**src/rtl/redor_pkg.sv**
```systemverilog
// redor_pkg: shared definitions for the range-reduction pipeline.
//   - RDM_* mode encodings used on i_mode and carried down the pipeline
//   - chunk_count(): number of CHUNK-wide partial reductions that cover WID bits
package redor_pkg;

  localparam logic [1:0] RDM_ORLO  = 2'b00;  // OR  of b[a:0]   (sticky)
  localparam logic [1:0] RDM_ANDLO = 2'b01;  // AND of b[a:0]   (all-ones)
  localparam logic [1:0] RDM_ORHI  = 2'b10;  // OR  of b[WID-1:a]
  localparam logic [1:0] RDM_XORLO = 2'b11;  // XOR of b[a:0]   (parity)

  // ceil(wid / chunk); the last chunk may be only partly populated.
  function automatic int chunk_count(input int wid, input int chunk);
    return (wid + chunk - 1) / chunk;
  endfunction

endpackage

```
**src/rtl/redor_mask_gen.sv**
```systemverilog
// redor_mask_gen: combinational thermometer-mask generator.
//   a    in   AW   range index (may exceed WID-1)
//   hi   in   1    0: low range b[a:0], 1: high range b[WID-1:a]
//   mask out  WID  bit i set when bit i is inside the selected range
//   oob  out  1    a >= WID
// Low ranges clamp an out-of-range index to WID-1 (all ones, never empty);
// a high range with an out-of-range index is empty (all zeros).
module redor_mask_gen #(
  parameter int WID = 80,
  parameter int AW  = 7
) (
  input  logic [AW-1:0]  a,
  input  logic           hi,
  output logic [WID-1:0] mask,
  output logic           oob
);

  assign oob = (32'(a) >= WID);

  for (genvar i = 0; i < WID; i++) begin : g_bit
    localparam logic [AW-1:0] IDX = AW'(i);
    // oob forces the low mask to all ones (the clamp to WID-1) and the high mask to zero.
    assign mask[i] = hi ? (~oob & (IDX >= a)) : (oob | (IDX <= a));
  end

endmodule

```
**src/rtl/redor_pipe.sv**
```systemverilog
// redor_pipe: three-stage pipelined range reduction with valid/ready and tag.
//   clk, rst      clock; asynchronous active-high reset
//   ce            clock enable; when 0 every stage holds
//   i_valid/i_ready, i_mode, i_a, i_b, i_tag   operation input
//   o_valid/o_ready, o, o_oob, o_tag           result output
// Handshake: a transfer happens on a clock edge where valid & ready are both
// high. The pipeline advances as a whole (adv = ce & (~o_valid | o_ready));
// i_ready equals adv, so it depends only on ce, o_ready and the output register.
// Stage 1 registers the masked operand, stage 2 the per-chunk partial
// reductions, stage 3 the final result (o, o_oob, o_tag).
module redor_pipe
  import redor_pkg::*;
#(
  parameter int WID   = 80,
  parameter int AW    = 7,
  parameter int CHUNK = 16,
  parameter int TAGW  = 6
) (
  input  logic            clk,
  input  logic            rst,
  input  logic            ce,
  input  logic            i_valid,
  output logic            i_ready,
  input  logic [1:0]      i_mode,
  input  logic [AW-1:0]   i_a,
  input  logic [WID-1:0]  i_b,
  input  logic [TAGW-1:0] i_tag,
  output logic            o_valid,
  input  logic            o_ready,
  output logic            o,
  output logic            o_oob,
  output logic [TAGW-1:0] o_tag
);

  localparam int NCH  = chunk_count(WID, CHUNK);
  localparam int PADW = NCH * CHUNK;

  logic adv;
  assign adv     = ce & (~o_valid | o_ready);
  assign i_ready = adv;

  // ---------------- stage 1: clamp and mask ----------------
  logic [WID-1:0] mask;
  logic           oob_d;
  logic [WID-1:0] mb_d;

  redor_mask_gen #(.WID(WID), .AW(AW)) u_mask (
    .a    (i_a),
    .hi   (i_mode == RDM_ORHI),
    .mask (mask),
    .oob  (oob_d)
  );

  // AND mode forces out-of-range bits to 1 so they do not affect the AND.
  assign mb_d = (i_mode == RDM_ANDLO) ? (i_b | ~mask) : (i_b & mask);

  logic            s1_v;
  logic [WID-1:0]  s1_mb;
  logic [1:0]      s1_mode;
  logic            s1_oob;
  logic [TAGW-1:0] s1_tag;

  // ---------------- stage 2: per-chunk reduction ----------------
  logic [PADW-1:0] s1_pad;
  logic [NCH-1:0]  cr_d;

  // Padding bits are neutral for the active operator: 1 for AND, 0 otherwise.
  if (PADW > WID) begin : g_pad
    assign s1_pad = {{(PADW - WID){s1_mode == RDM_ANDLO}}, s1_mb};
  end else begin : g_nopad
    assign s1_pad = s1_mb;
  end

  for (genvar c = 0; c < NCH; c++) begin : g_chunk
    logic [CHUNK-1:0] seg;
    logic             red;
    assign seg = s1_pad[c*CHUNK +: CHUNK];
    always_comb begin
      red = 1'b0;
      case (s1_mode)
        RDM_ANDLO: red = &seg;
        RDM_XORLO: red = ^seg;
        default:   red = |seg;
      endcase
    end
    assign cr_d[c] = red;
  end

  logic            s2_v;
  logic [NCH-1:0]  s2_cr;
  logic [1:0]      s2_mode;
  logic            s2_oob;
  logic [TAGW-1:0] s2_tag;

  // ---------------- stage 3: combine chunks ----------------
  logic fin_d;
  always_comb begin
    fin_d = 1'b0;
    case (s2_mode)
      RDM_ANDLO: fin_d = &s2_cr;
      RDM_XORLO: fin_d = ^s2_cr;
      default:   fin_d = |s2_cr;
    endcase
  end

  // Valid bits and outputs are reset; in-flight ops are dropped by clearing valids.
  always_ff @(posedge clk or posedge rst) begin
    if (rst) begin
      s1_v    <= 1'b0;
      s2_v    <= 1'b0;
      o_valid <= 1'b0;
      o       <= 1'b0;
      o_oob   <= 1'b0;
      o_tag   <= '0;
    end else if (adv) begin
      s1_v    <= i_valid;
      s2_v    <= s1_v;
      o_valid <= s2_v;
      o       <= fin_d;
      o_oob   <= s2_oob;
      o_tag   <= s2_tag;
    end
  end

  // Internal data registers carry no reset; their valid bits qualify them.
  always_ff @(posedge clk) begin
    if (adv) begin
      s1_mb   <= mb_d;
      s1_mode <= i_mode;
      s1_oob  <= oob_d;
      s1_tag  <= i_tag;
      s2_cr   <= cr_d;
      s2_mode <= s1_mode;
      s2_oob  <= s1_oob;
      s2_tag  <= s1_tag;
    end
  end

endmodule

```
**config.mk**
```make
export PLATFORM = sky130hd
export DESIGN_NAME = redor_pipe
export DESIGN_NICKNAME = d
export VERILOG_FILES = /design/src/rtl/redor_pkg.sv /design/src/rtl/redor_mask_gen.sv /design/src/rtl/redor_pipe.sv
export SDC_FILE = /design/constraint.sdc
export NUM_CORES = 1
export LEC_CHECK = 0
export BUFFER_PORTS_ARGS = -buffer_cell sky130_fd_sc_hd__buf_2
export CORE_ASPECT_RATIO = 0.5
export CORE_MARGIN = 2
export CORE_UTILIZATION = 54
export DETAILED_ROUTE_END_ITERATION = 10
export GPL_TIMING_DRIVEN = 0
export PLACE_DENSITY = 0.74
export REMOVE_ABC_BUFFERS = 1
export SYNTH_ARGS = -nofsm -noshare
export SYNTH_HDL_FRONTEND = slang
export SYNTH_SLANG_ARGS = --single-unit
```
**constraint.sdc**
```tcl
create_clock -name clk -period 11.9 [get_ports clk]
set_input_delay 1.19 -clock clk [delete_from_list [all_inputs] [get_ports clk]]
set_output_delay 1.19 -clock clk [all_outputs]
set_load 0.02 [all_outputs]
```
==> metrics.txt <==
DIE HEIGHT 96.9 um; CP Cell Sequence buf_2 > nand2b_2 > nor2_1 > a22oi_1 > a21bo_2 > o21ai_0; Distinct cells, synth 88; slew margin rel. 0.0683; CTS clock-pin slew for the worst setup and hold paths around 0.050 ns; Final period util 0.374; DP Area roughly 9800 um2; total routed wirelength 26.9 mm; WP data arrival roughly 4.6 ns; Leak 0.00448 uW; Max stage delay on crit path 1.01 ns; Pint 1070 uW; worst skew pair latency roughly 0.43 ns; Min Hold Slack approximately 0.43 ns; Clock Power Share 0.381; clock sink total between 100 and 150; Crit. End Element flop; Switching Fraction 0.300; total power between 1500 and 2000 uW; Post-Syn Area between 9000 and 10000 um2; vias per cell 6.33; startpoint types input port; Worst path depth 6; largest fanout on the critical path 67; CTS resizes 0; PwrDens 145 nW/um2; final instance area approximately 10000 um2; Detailed Route Iter0 Violations 834; cell depth of the worst flop-to-flop path 4; area grow syn2layout 12.5%; vias in the first global route between 8000 and 9000; Worst Path Required roughly 12 ns; CTS tree done; Synth Instances between 1000 and 1500; vias around 8400; ys async rst share 0.0965; largest net degree at the start of global routing slightly above 70; # port buffers approximately 110; IO Count 110; Slew @ Worst Pin about 1.4 ns; Gate power share 0.264; final setup TNS 0 ns; RSZ-0062 raised after global routing no; drt first pass iters 6; top-count cell post-synth nand2_1; initial antenna violation count 1; f_max between 0.2 and 0.25 GHz; routed len/inst just over 20 um; Yosys top cell area share 0.332; Synth Flop Type edfxtp_1; row cnt 33; # hold bufs at CTS 0; Synth Warn # 0; min Tclk post-route ~4.5 ns; CP bufs+invs 1; Synth area leaders edfxtp_1 (33%), ha_1 (11%), nand2_1 (4.5%), inv_1 (4.4%), o21ai_0 (4.2%); outcome finished clean; layout cell share with drive strength beyond 1 0.170; max_cap viols 0; slowest CP cell buf_2; # nets final 1265; Hold Path Class reg -> reg; max-slew violations 0; Finish-stage setup viols 0; Initial Util 0.560; Setup Skew 0.0142 ns; Die Footprint 18400 um2; post-synthesis sequential element count between 100 and 150; Peak VDD IR about 0.099 mV; Post-route DRC 0; cts bufs inserted 17; top cells by count, synth nand2_1 (112), inv_1 (110), edfxtp_1 (103); CTS Root Cell clkbuf_16; Non-Filler Instances between 1000 and 1500; GP Congestion about 0.9; CP Class in -> reg; Longest Clk Path Bufs 2; Inst Count DP roughly 1300; Hold Crit Depth 0; P_sw approximately 460 uW; Horiz. Die Dim 190 um; Ant. Diodes 0; Flop pwr share 0.355; CP top delay family simple AND/OR/NAND/NOR gates; post-DP HPWL 18.0 mm; core area about 17000 um2; largest area contributor in the netlist edfxtp_1; post-CTS setup buffer count 0; first-pass GRT wire length ~42 mm; antenna-violating nets left 0; Avg Inst Size Synth approximately 9 um2; Global Route Usage Sum 0.297; Post-synth EDFFs ~100; H-tree Lvls 4; post-synthesis sequential area ratio 0.361; remaining global-route overflow 0; Final Hold Viols 0
## area by class of cell
class	count	area, um2
clock inverter	10	179
clock buffer	22	484
timing repair buffer	110	573
sequential	114	3370
fill	1383	6150
tap	227	284
multi-input combinational	728	5190
inverter	110	415
## registers in the layout (all words and copies together), names as in the netlist
register,cells
s1_mode,2
s1_mb,80
s2_v,1
o,1
s2_cr,5
s1_v,1
s2_mode,2
o_oob,1
o_tag,6
o_valid,1
s1_oob,1
s2_oob,1
s1_tag,6
s2_tag,6
## layer usage
layer	vias to the layer above	track usage	part of all wire
met2	508	0.468	0.45
met4	2	0.112	0.028
met5	-	0	0.00048
met3	73	0.0729	0.11
li1	3848	-	-
met1	3926	0.396	0.41
## cell usage in the layout (no fill, tap or decap), types with 6 or more instances in the layout
cell       instances
mux2i_1           21
xnor2_1           30
a22oi_1           13
a2bb2oi_1          9
a21oi_2            7
o22ai_1           15
nor2b_1            9
o211ai_1          12
a32oi_1            6
a221oi_1           8
a21oi_1           58
a22o_1             7
nor2_1            43
dfrtp_1           11
clkbuf_16         17
ha_1              84
buf_2            109
and2_1             7
o2bb2ai_1         19
o21ai_1            8
xor2_1             6
nand3_1           25
a31oi_1           11
nor3_1             9
nand2_1          112
inv_1            108
o21ai_0           77
edfxtp_1         103
nor3b_1            6
nand4_1           13
## worst paths after layout
| check | slack [ns] | startpoint | to |
|---|---|---|---|
| worst max register to register | 9.62 | o_valid | s1_mb[15] |
| min in group asynchronous | 0.76 | rst | s2_v |
| max in group asynchronous | 10.84 | rst | o_tag[4] |
| worst max-delay path | 7.45 | i_mode[1] | s1_mb[47] |
| worst min register to register | 0.43 | s1_oob | s2_oob |
| worst min-delay path | 0.43 | s1_oob | s2_oob |
## power groups by stage
stage          logic (uW)  registers (uW)  clock network, uW
3_3_place_gp          374             549                  0
6_report              401             541                580
4_1_cts               397             540                583
2_1_floorplan         258             550                  0
3_5_place_dp          393             548                  0
5_1_grt               438             547                602
## through the flow
stage | worst slack, ns | utilization
3_5_place_dp | 7.06 | 0.591
4_1_cts | 7.06 | 0.630
3_3_place_gp | 5.24 | 0.588
5_1_grt | 7.44 | 0.630
6_report | 7.45 | 0.630
2_1_floorplan | 6.84 | -
## cell families (layout without fill, tap and decap cells)
family,count (synthesis),count (layout),synth area share
xor gates and xnor gates,36,36,0.0338
muxes,25,25,0.0274
buffers and inverters,181,252,0.0838
adders and majority gates,84,84,0.113
AOI/OAI and AO/OA,309,309,0.226
and+or+nand+nor,274,274,0.155
DFF,114,114,0.361
Power figures use the tool's default switching activity.
